File: src/rtl/usb_packet_receiver.sv
// rtl/usb_packet_receiver.sv - USB full-speed style packet receiver: sync, NRZI decode, unstuff, byte FIFO
module usb_packet_receiver #(
    parameter int CLKS_PER_BIT = 8,
    parameter int FIFO_DEPTH   = 8,
    parameter int MAX_BYTES    = 64,
    parameter int STUFF_EN     = 1
) (
    input  logic                              clk,
    input  logic                              n_rst,
    input  logic                              d_plus,
    input  logic                              d_minus,
    input  logic                              r_enable,
    output logic [7:0]                        r_data,
    output logic                              empty,
    output logic                              full,
    output logic [$clog2(FIFO_DEPTH+1)-1:0]   count,
    output logic                              rcving,
    output logic                              r_error,
    output logic                              pkt_done,
    output logic [$clog2(MAX_BYTES+1)-1:0]    pkt_len
);
    localparam int CW = $clog2(FIFO_DEPTH+1);
    localparam int LW = $clog2(MAX_BYTES+1);
    localparam int PW = $clog2(CLKS_PER_BIT);
    localparam int AW = $clog2(FIFO_DEPTH);

    typedef enum logic [2:0] {IDLE, SYNC, RECV, EOP, ERR} state_t;

    logic          dp_meta_q, dp_sync_q, dm_meta_q, dm_sync_q, dp_prev_q;
    logic [PW-1:0] phase_q, phase_d;
    state_t        state_q, state_d;
    logic          prev_smp_q, prev_smp_d;
    logic [7:0]    shift_q, shift_d;
    logic [2:0]    bit_cnt_q, bit_cnt_d, ones_q, ones_d;
    logic [LW-1:0] byte_cnt_q, byte_cnt_d, pkt_len_q, pkt_len_d;
    logic          wr_pend_q, wr_pend_d, eop_se0_q, eop_se0_d;
    logic          r_error_q, r_error_d, pkt_done_q, pkt_done_d;
    logic [7:0]    mem_q [FIFO_DEPTH];
    logic [AW-1:0] wr_ptr_q, rd_ptr_q;
    logic [CW-1:0] count_q;

    logic edge_det, strobe, se0, j_state, nrz_bit, stuff_slot;
    logic fifo_full, fifo_rd, fifo_wr;

    assign edge_det   = dp_sync_q ^ dp_prev_q;
    assign strobe     = (phase_q == PW'(CLKS_PER_BIT/2 - 1));
    assign se0        = !dp_sync_q && !dm_sync_q;
    assign j_state    = dp_sync_q && !dm_sync_q;
    assign nrz_bit    = (dp_sync_q == prev_smp_q);
    assign stuff_slot = (STUFF_EN != 0) && (ones_q == 3'd6);
    assign fifo_full  = (count_q == CW'(FIFO_DEPTH));
    assign fifo_rd    = r_enable && (count_q != '0);
    // A full FIFO still takes the byte when the head is popped in the same cycle.
    assign fifo_wr    = wr_pend_q && (state_q == RECV) && (!fifo_full || fifo_rd);

    always_comb begin
        phase_d = edge_det ? '0 : (phase_q == PW'(CLKS_PER_BIT-1)) ? '0 : phase_q + PW'(1);
    end

    always_comb begin
        state_d    = state_q;
        prev_smp_d = prev_smp_q;
        shift_d    = shift_q;
        bit_cnt_d  = bit_cnt_q;
        ones_d     = ones_q;
        byte_cnt_d = byte_cnt_q;
        wr_pend_d  = 1'b0;
        eop_se0_d  = eop_se0_q;
        r_error_d  = r_error_q;
        pkt_done_d = 1'b0;
        pkt_len_d  = pkt_len_q;
        case (state_q)
            IDLE: begin
                if (edge_det && !dp_sync_q) begin
                    state_d    = SYNC;
                    prev_smp_d = 1'b1;
                    bit_cnt_d  = '0;
                    ones_d     = '0;
                    byte_cnt_d = '0;
                    eop_se0_d  = 1'b0;
                    r_error_d  = 1'b0;
                end
            end
            SYNC, RECV: begin
                if (state_q == RECV && wr_pend_q && fifo_full && !fifo_rd) begin
                    state_d = ERR;
                end else if (strobe) begin
                    if (state_q == RECV && se0) begin
                        state_d = (bit_cnt_q == 3'd0) ? EOP : ERR;
                    end else begin
                        prev_smp_d = dp_sync_q;
                        if (stuff_slot) begin
                            ones_d = '0;
                            if (nrz_bit) state_d = ERR;
                        end else begin
                            shift_d   = {nrz_bit, shift_q[7:1]};
                            ones_d    = nrz_bit ? ones_q + 3'd1 : 3'd0;
                            bit_cnt_d = bit_cnt_q + 3'd1;
                            if (bit_cnt_q == 3'd7) begin
                                if (state_q == SYNC) begin
                                    state_d = (shift_d == 8'h80) ? RECV : ERR;
                                end else if (byte_cnt_q == LW'(MAX_BYTES)) begin
                                    state_d = ERR;
                                end else begin
                                    byte_cnt_d = byte_cnt_q + LW'(1);
                                    wr_pend_d  = 1'b1;
                                end
                            end
                        end
                    end
                end
            end
            EOP: begin
                if (strobe) begin
                    if (!eop_se0_q) begin
                        if (se0) eop_se0_d = 1'b1;
                        else     state_d   = ERR;
                    end else if (j_state) begin
                        state_d    = IDLE;
                        pkt_done_d = 1'b1;
                        pkt_len_d  = byte_cnt_q;
                    end else begin
                        state_d = ERR;
                    end
                end
            end
            ERR: begin
                if (strobe && j_state) state_d = IDLE;
            end
            default: state_d = IDLE;
        endcase
        if (state_d == ERR) r_error_d = 1'b1;
    end

    always_ff @(posedge clk) begin
        if (n_rst) begin
            dp_meta_q  <= 1'b1;
            dp_sync_q  <= 1'b1;
            dm_meta_q  <= 1'b0;
            dm_sync_q  <= 1'b0;
            dp_prev_q  <= 1'b1;
            phase_q    <= '0;
            state_q    <= IDLE;
            prev_smp_q <= 1'b1;
            shift_q    <= '0;
            bit_cnt_q  <= '0;
            ones_q     <= '0;
            byte_cnt_q <= '0;
            wr_pend_q  <= 1'b0;
            eop_se0_q  <= 1'b0;
            r_error_q  <= 1'b0;
            pkt_done_q <= 1'b0;
            pkt_len_q  <= '0;
        end else begin
            dp_meta_q  <= d_plus;
            dp_sync_q  <= dp_meta_q;
            dm_meta_q  <= d_minus;
            dm_sync_q  <= dm_meta_q;
            dp_prev_q  <= dp_sync_q;
            phase_q    <= phase_d;
            state_q    <= state_d;
            prev_smp_q <= prev_smp_d;
            shift_q    <= shift_d;
            bit_cnt_q  <= bit_cnt_d;
            ones_q     <= ones_d;
            byte_cnt_q <= byte_cnt_d;
            wr_pend_q  <= wr_pend_d;
            eop_se0_q  <= eop_se0_d;
            r_error_q  <= r_error_d;
            pkt_done_q <= pkt_done_d;
            pkt_len_q  <= pkt_len_d;
        end
    end

    // Storage is cleared on reset so the fall-through head reads 0 out of reset.
    always_ff @(posedge clk) begin
        if (n_rst) begin
            wr_ptr_q <= '0;
            rd_ptr_q <= '0;
            count_q  <= '0;
            for (int i = 0; i < FIFO_DEPTH; i++) mem_q[i] <= '0;
        end else begin
            if (fifo_wr) begin
                mem_q[wr_ptr_q] <= shift_q;
                wr_ptr_q        <= wr_ptr_q + AW'(1);
            end
            if (fifo_rd) rd_ptr_q <= rd_ptr_q + AW'(1);
            case ({fifo_wr, fifo_rd})
                2'b10:   count_q <= count_q + CW'(1);
                2'b01:   count_q <= count_q - CW'(1);
                default: count_q <= count_q;
            endcase
        end
    end

    assign r_data   = mem_q[rd_ptr_q];
    assign empty    = (count_q == '0);
    assign full     = fifo_full;
    assign count    = count_q;
    assign rcving   = (state_q != IDLE);
    assign r_error  = r_error_q;
    assign pkt_done = pkt_done_q;
    assign pkt_len  = pkt_len_q;
endmodule
File: config.mk
export PLATFORM = sky130hd
export DESIGN_NAME = usb_packet_receiver
export DESIGN_NICKNAME = d
export VERILOG_FILES = /design/src/rtl/usb_packet_receiver.sv
export SDC_FILE = /design/constraint.sdc
export NUM_CORES = 1
export LEC_CHECK = 0
export BUFFER_PORTS_ARGS = -buffer_cell sky130_fd_sc_hd__buf_2
export CAP_MARGIN = 20
export CORE_MARGIN = 2
export CORE_UTILIZATION = 61
export CTS_CLUSTER_DIAMETER = 200
export CTS_CLUSTER_SIZE = 20
export DETAILED_ROUTE_END_ITERATION = 8
export GPL_TIMING_DRIVEN = 0
export PLACE_DENSITY = 0.85
export SLEW_MARGIN = 10
export SYNTH_ARGS = -nofsm -noshare
export SYNTH_HDL_FRONTEND = slang
export SYNTH_SLANG_ARGS = --single-unit
File: constraint.sdc
create_clock -name clk -period 3.9 [get_ports clk]
set_clock_uncertainty 0.2 [all_clocks]
set_input_delay 1.17 -clock clk [delete_from_list [all_inputs] [get_ports clk]]
set_output_delay 1.17 -clock clk [all_outputs]
set_load 0.1 [all_outputs]
# Word level (Yosys, flattened, before mapping)
# Memories as Yosys holds them, arrays and structs flattened. A register that Yosys moved wholly into a read port is not among the register bits.
# Index checks and enable logic that the tools add are counted.
# word_totals
ff_bits,54
word_cells,162
ram_bits,64
memories,1
output_inout_bits,24
# classes
eq_ne,24
reduce_logical,37
bitwise_logic,9
mux,63
addsub,8
# mem_list
memory,depth,word_bits,rd,rd_ports_with_merged_regs,write_ports,line,source
mem_q,8,8,1,1,8,38,logic [7:0] mem_q [FIFO_DEPTH];
# op_table
op,count
2-to-1 mux 3 bit,29
2-to-1 mux 7 bit,8
2-to-1 mux 1 bit,18
!= test 2 bit (second input constant),9
OR reduction 8 bit,2
adder 3 x 1 -> 3 bit (second input constant),5
== test 3 bit (second input constant),5
one-hot mux 7 bit (2 select lines),1
one-hot mux 3 bit (2 select lines),2
one-hot mux 3 bit (4 select lines),1
logical AND 1 bit,10
AND reduction 5 bit,2
nonzero test 2 bit,5
== test 3 x 2 -> 1 bit (second input constant),3
AND reduction 9 bit,1
== test 8 bit (second input constant),1
2-to-1 mux 8 bit,1
inverter 1 bit,8
one-hot mux 4 bit (2 select lines),1
adder 7 x 1 -> 7 bit (second input constant),1
== test 7 bit (second input constant),1
zero test 3 bit,2
AND reduction 6 bit,1
adder 4 x 1 -> 4 bit (second input constant),1
other kinds (19),23

# Depth between registers and ports, before layout
# Gate-level depths: netlist of the first run.
# depth
depth_word,13
mapped_depth,10

# Worst setup path before layout of the first run
# Ideal clock, no wire load.
# synth_timing
path_kind,flip-flop to flip-flop
from,register count_q[0] (netlist: count[0])
to,register count_q[3] (netlist: count[3])
path_stages_with_launch,10
setup_ns,0.071
period_less_slack_ns,6.082
path_buffers,0
slack_ns,-2.182
t_arrival_ns,5.812
path_cell_list,dfxtp_1 -> nor4_1 -> nor2b_1 -> ha_1 -> ha_1 -> a21o_2 -> a21oi_1 -> xnor2_1 -> or3_1 -> a21oi_1
# synth_via
elab_chain_cells,6
elab_cells_between_ends,12
classes_between,add/sub: 2; eq/ne: 3; mux: 1; reduce/logical: 6
# synth_lines
item,line,source
start: declaration,40,logic [CW-1:0] count_q;
start signal: assignment,189,2'b10: count_q <= count_q + CW'(1);
start signal: assignment,190,2'b01: count_q <= count_q - CW'(1);
start signal: assignment,191,default: count_q <= count_q;
nonzero test 4 bit (*),52,assign fifo_rd = r_enable && (count_q != '0);
logical AND 1 bit (*),52,
via fifo_rd,43,"logic fifo_full, fifo_rd, fifo_wr;"
logical OR 1 bit,54,assign fifo_wr = wr_pend_q && (state_q == RECV) && (!fifo_full || fifo_rd);
logical AND 1 bit,54,
== test 2 x 1 -> 1 bit / == test 2 bit (equally long branches),188,"case ({fifo_wr, fifo_rd})"
one-hot mux 4 bit (2 select lines) / nonzero test 2 bit (equally long branches),n/a,
# The timed path passes the listed nets; every way through them passes the cells marked *.
# A chain may end at the register's enable or synchronous reset.

==> out/metrics.yaml, run 1 <==
outcome:
  status: "completed"
global_route:
  antenna_found_initial: 0
  grt_usage: 0.262
  grt_max_degree: 17
  grt-ovfl-total: 0
  grt_pass1_vias: 4044
  grt_pass1_wl_um: 20100
clock_network:
  htreeDepth: 4
  clock_latency_ns: 0.52
  cts_made_buffers: 17
  clock_path_buffers: 2
  post_cts_buffers: 0
  hold_buffers: 0
  cts_tree: "done"
  cts.clk_slew.worst_paths_ns: 0.06
  cts-root-buf: "clkbuf_8"
  cts.sinks: 121
drt:
  drcViolationCount: 0
  top_layer_used: "met4"
  wl_per_cell_um: 18.0
  dr_wl_met3_um: 640
  routed_wl_um: 12500
  wl_met2_um: 6550
  first_pass_iters: 5
  num_vias: 4025
  ant_nets: 0
  viasPerCell: 5.82
  wl_met1_um: 4950
  drt_iter0_drc: 199
critical_path:
  critPathBufInv: 2
  cp_max_fo: 10
  cp.arrival_ns: 2.42
  critPathSlowestCell: "dfxtp_1"
  r2r_end: "count[3]$_SDFFE_PP0P_"
  rr_startpoint: "count[0]$_SDFFE_PP0P_"
  cp-start-kind: "register"
  setup.reg_to_reg.worst_slack_ns: 0.82
  slowest_delay_ns: 0.56
  path_class: "register to output pin"
  worst-r2r-cell-count: 10
  cp_top_family: "multiplexers"
  crit_chain: "clkbuf_2 > mux4_2 > mux2_2 > buf_2"
  critPathRequiredTime_ns: 2.53
  cp-end-kind: "output pin"
timing:
  tightest_slew_ns: 1.03
  setup_tns_ns: 0
  final.min_clock_period_ns: 3.79
  max_slew_margin: 0.308
  finalSetupViolCount: 0
  finalHoldViolCount: 0
  fmax_ghz: 0.264
  rsz0062_at_grt: "false"
  fin_crit_sh: 0.972
  maxSlewViolCount: 0
min_path:
  hp-start: "dp_meta_q$_SDFF_PP1_"
  hold_depth: 1
  min_path_type: "register to register"
  whs_endpoint: "dp_sync_q$_SDFF_PP1_"
floorplanning:
  die_area_sq_mm: 0.0103
  die_w_um: 101
  die_h_um: 101
  start_util: 0.627
  core-area_sq_mm: 0.00924
  io_pins: 29
  row_count: 35
synthesis:
  yosys.area.top_type_share: 0.332
  synth_nets: 528
  synth_async_sr_flop_share: 0
  ys_seq_area_frac: 0.529
  synth.top_cells.by_count: "66 x and2_1, 64 x edfxtp_1, 57 x dfxtp_1"
  synth_most_common_cell: "and2_1"
  netlist_instances: 506
  synth_area_sq_mm: 0.00579
  yosysTopAreaCell: "edfxtp_1"
  ys_ff_latch: 121
  yosysWarningCount: 0
  synth_area_per_cell_sq_um: 11.4
  synth.area.top_cells: "edfxtp_1 33%, dfxtp_1 20%, and2_1 7.1%, mux4_2 6.2%, ha_1 3.5%"
  synth_flop_cell: "edfxtp_1"
  synth.distinct_cells: 62
  synth_edf_count: 64
pwr:
  peakVddDrop_mv: 0.258
  fin_total_pwr_mw: 2.96
  p_per_area_mw_per_mm2: 444
  power_leakage_nw: 2.45
layout:
  fin_nets: 572
  final_cells: 692
  fin_util: 0.720
  syn_to_final_growth_pct: 14.9
  n_antenna_cell: 0
  drive_gt1_frac: 0.220
  fin_area_sq_mm: 0.00666
place:
  dp.cells: 662
  port_buffers: 27
  dpl.hpwl_um: 8410
  routabilityCongestion: 0.964
  dpl_cell_area_sq_mm: 0.00611
job:
  drv_cap: 0
## cells in the final DEF (no fill, tap or decap), drive strengths merged, types with 16 or more instances in the layout
| cell type | Yosys | layout |
|---|---|---|
| a21oi | 20 | 20 |
| and2 | 66 | 66 |
| nand2 | 25 | 25 |
| nor2 | 50 | 50 |
| inv | 17 | 20 |
| buf | 7 | 34 |
| mux4 | 16 | 16 |
| ha | 16 | 16 |
| dfxtp | 57 | 57 |
| mux2i | 19 | 19 |
| clkbuf | 19 | 34 |
| edfxtp | 64 | 64 |
## through the flow
step	hold WS, ns	setup WS [ns]
2_1_floorplan	0.189	0.00234
3_5_place_dp	0.198	0.129
6_report	0.212	0.108
4_1_cts	0.217	0.0169
3_3_place_gp	0.197	0.131
5_1_grt	0.230	0.0293
## worst max-delay path by stage
stage / start / to / slack [ns] / cells after the start
detailed placement: register / r_data[5] / 0.13 / 5
global route: register / r_data[5] / 0.03 / 4
CTS: register / r_data[5] / 0.02 / 4
finish: register / r_data[5] / 0.11 / 4
floorplan: count[3]$_SDFFE_PP0P_ / count[3]$_SDFFE_PP0P_ / 0.002 / 9
global placement: register / r_data[5] / 0.13 / 5
## report_power, final
part | leakage, nW | internal, mW | switching, mW
registers | 1.07 | 1.38 | 0.0132
logic | 1.12 | 0.0439 | 0.108
clock network | 0.261 | 0.843 | 0.572
## area by class of cell
class / instances / area [sq um]
Timing Repair Buffer: 27 / 135
Tap cell: 129 / 161
Clock buffer: 17 / 414
Sequential cell: 121 / 3070
Multi-Input combinational cell: 342 / 2570
Clock inverter: 15 / 128
Buffer: 24 / 113
Fill cell: 648 / 2580
Inverter: 17 / 63.8
## registers in the layout, summed over array words and instances, names as in the netlist, 3 cells and up, named ones only
name and flops:
phase_q 3, ones_q 3, mem_q 64, count 4, wr_ptr_q 3, shift_q 8
rd_ptr_q 3, state_q 3, pkt_len 7, bit_cnt_q 3, byte_cnt_q 7
## cell families after synthesis
logic type      Yosys count  synth area share
xor+xnor                  9            0.0136
flops                   121             0.529
mux                      43             0.111
fa+ha+maj                17            0.0380
buf+inv                  43            0.0305
compound gates           60            0.0702
simple gates            213             0.208
## layer usage
metal,vias up,GRT usage
li1,1898,-
met4,0,0.116
met1,1970,0.312
met3,26,0.0469
met5,-,0
met2,131,0.464
## what timing repair did
action | in CTS | in global routing
endpoints found under the setup margin | 8 | 1
resized for setup | 3 | 1
endpoints found under the hold margin | 0 | 0
Power figures use the tool's default switching activity.
==> run 2, diff against run 1 <==
--- a/config.mk
+++ b/config.mk
@@ -5,13 +5,13 @@
 export SDC_FILE = /design/constraint.sdc
 export NUM_CORES = 1
 export LEC_CHECK = 0
-export BUFFER_PORTS_ARGS = -buffer_cell sky130_fd_sc_hd__buf_2
 export CAP_MARGIN = 20
 export CORE_MARGIN = 2
-export CORE_UTILIZATION = 61
+export CORE_UTILIZATION = 63
 export CTS_CLUSTER_DIAMETER = 200
 export CTS_CLUSTER_SIZE = 20
 export DETAILED_ROUTE_END_ITERATION = 8
+export DONT_BUFFER_PORTS = 1
 export GPL_TIMING_DRIVEN = 0
 export PLACE_DENSITY = 0.85
 export SLEW_MARGIN = 10
==> out/metrics.yaml, run 2 (synthesized netlist as in run 1, its figures left out) <==
drt:
  routed_wl_um: 12200  # was 12500 um
  drt_iter0_drc: 175  # was 199
  ant_nets: 0  # unchanged
  first_pass_iters: 6  # was 5
  wl_per_cell_um: 18.9  # was 18.0 um
  num_vias: 3953  # was 4025
  drcViolationCount: 0  # unchanged
  viasPerCell: 6.10  # was 5.82
floorplanning:
  start_util: 0.658  # was 0.627
  die_w_um: 99.9  # was 101 um
  die_h_um: 99.9  # was 101 um
  io_pins: 29  # unchanged
  row_count: 34  # was 35
  core-area_sq_mm: 0.00881  # was 0.00924 sq mm
  die_area_sq_mm: 0.00998  # was 0.0103 sq mm
timing:
  rsz0062_at_grt: "false"  # unchanged
  hold_slack_ns: 0.209  # was 0.212 ns
  final.min_clock_period_ns: 3.75  # was 3.79 ns
  fmax_ghz: 0.267  # was 0.264 GHz
  finalHoldViolCount: 0  # unchanged
  max_slew_margin: 0.250  # was 0.308
  tightest_slew_ns: 1.12  # was 1.03 ns
  finalSetupViolCount: 0  # unchanged
  maxSlewViolCount: 0  # unchanged
  fin_crit_sh: 0.961  # was 0.972
global_route:
  top_usage_layer: "met2"  # unchanged
  grt-ovfl-total: 0  # unchanged
  met3_usage: 0.0627  # was 0.0469
  grt_pass1_wl_um: 19500  # was 20100 um
  grt_max_degree: 17  # unchanged
  use_met1: 0.294  # was 0.312
  grt_pass1_vias: 3964  # was 4044
  grtUsageMet2: 0.452  # was 0.464
  antenna_found_initial: 0  # unchanged
  grt_usage: 0.260  # was 0.262
clock_network:
  cts.clk_slew.worst_paths_ns: 0.06  # about the same
  cts.sinks: 121  # unchanged
  cts-root-buf: "clkbuf_8"  # unchanged
  cts_made_buffers: 17  # unchanged
  clock_path_buffers: 2  # unchanged
  htreeDepth: 4  # unchanged
  clock_latency_ns: 0.52  # about the same
  cts_tree: "done"  # unchanged
  post_cts_buffers: 0  # unchanged
min_path:
  min_path_type: "register to register"  # unchanged
  whs_endpoint: "dp_sync_q$_SDFF_PP1_"  # unchanged
  hp-start: "dp_meta_q$_SDFF_PP1_"  # unchanged
  hold_depth: 1  # unchanged
pwr:
  p_per_area_mw_per_mm2: 461  # was 444 mW/mm^2
  pwr-share-comb: 0.048  # was 0.052
  p_sw_frac: 0.232  # was 0.234
  clockPowerShare: 0.492  # was 0.478
  sequentialPowerShare: 0.460  # was 0.470
  p_sw_uw: 703  # was 693 uW
  p_int_mw: 2.32  # was 2.26 mW
  peakVddDrop_mv: 0.264  # was 0.258 mV
  power_leakage_nw: 2.36  # was 2.45 nW
layout:
  fin_nets: 549  # was 572
  top_register: "mem_q"  # unchanged
  syn_to_final_growth_pct: 13.4  # was 14.9%
  final_cells: 648  # was 692
  largestRegisters: "mem_q: 64 flops, shift_q: 8 flops"  # unchanged
  largest_reg_flops: 64  # unchanged
  n_antenna_cell: 0  # unchanged
  layout_common_cells: "66 x and2_1, 64 x edfxtp_1, 54 x dfxtp_1"  # was 66 x and2_1, 64 x edfxtp_1, 55 x dfxtp_1
  fin_util: 0.746  # was 0.720
  drive_gt1_frac: 0.193  # was 0.220
  final_common_cell: "and2_1"  # unchanged
critical_path:
  rr_startpoint: "count[2]$_SDFFE_PP0P_"  # was count[0]$_SDFFE_PP0P_
  r2r_end: "count[3]$_SDFFE_PP0P_"  # unchanged
  critPathRequiredTime_ns: 2.53  # about the same
  cp_max_fo: 10  # unchanged
  setup.reg_to_reg.worst_slack_ns: 0.41  # was 0.82 ns
  cp-end-kind: "output pin"  # unchanged
  worst-r2r-cell-count: 10  # unchanged
  cp-start-kind: "register"  # unchanged
  cp.arrival_ns: 2.38  # was 2.42 ns
  path_class: "register to output pin"  # unchanged
job:
  drv_cap: 0  # unchanged
outcome:
  status: "completed"  # unchanged
place:
  port_buffers: 0  # was 27
  dpl.hpwl_um: 8160  # was 8410 um
  routabilityCongestion: 0.982  # was 0.964
  dp.cells: 616  # was 662
[run 2: timing repair]
action / CTS / global route
resized for setup: 5 / 0
setup endpoints to repair: 9 / 5
hold buffers: 0 / 0
[run 2: worst max-delay path by stage]
stage                                     start                     to  slack [ns]
after detailed placement               register              r_data[6]        0.20
after global placement    count[3]$_SDFFE_PP0P_  count[3]$_SDFFE_PP0P_       -0.13
after global routing                   register              r_data[1]        0.06
after CTS                              register              r_data[1]        0.03
after floorplan           count[3]$_SDFFE_PP0P_  count[3]$_SDFFE_PP0P_       0.002
final                                  register              r_data[1]        0.15
[run 2: per-stage QoR]
| step | setup WS, ns | instance area [sq um] | total power, mW | setup TNS, ns |
|---|---|---|---|---|
| floorplan | 0.00234 | 5810 | 1.53 | 0 |
| global placement | -0.127 | 5940 | 1.56 | -0.127 |
| detailed placement | 0.195 | 5960 | 1.56 | 0 |
| CTS | 0.0300 | 6540 | 3.04 | 0 |
| global route | 0.0609 | 6570 | 3.10 | 0 |
| finish | 0.151 | 6570 | 3.03 | 0 |
[run 2: power groups by stage]
stage	sequential [mW]	combinational, mW	clock (mW)
final	1.39	0.146	1.49
after global routing	1.39	0.156	1.55
after CTS	1.39	0.146	1.50
after detailed placement	1.42	0.144	0
after global placement	1.41	0.142	0
after floorplan	1.41	0.117	0
[run 2: area by class of cell]
| class | instances | area (sq um) |
|---|---|---|
| Sequential cell | 121 | 3070 |
| Multi-Input combinational cell | 342 | 2570 |
| Fill cell | 580 | 2240 |
| Clock buffer | 20 | 457 |
| Tap cell | 108 | 135 |
| Clock inverter | 12 | 114 |
| Buffer | 24 | 109 |
| Inverter | 17 | 67.6 |
| Timing Repair Buffer | 4 | 52.6 |
[run 2: critical path: stages (launching register included)]
cell and delay, ns:
dfxtp_2 0.49, buf_4 0.29, mux4_2 0.55, mux2_2 0.51
[run 2: layer usage]
layer  wire length, um  part of all wire  vias up
met5                 0                 0        -
met4               412             0.034        0
met3               727             0.060       39
met2              6370              0.52      151
met1              4710              0.39     1912
li1                  -                 -     1851
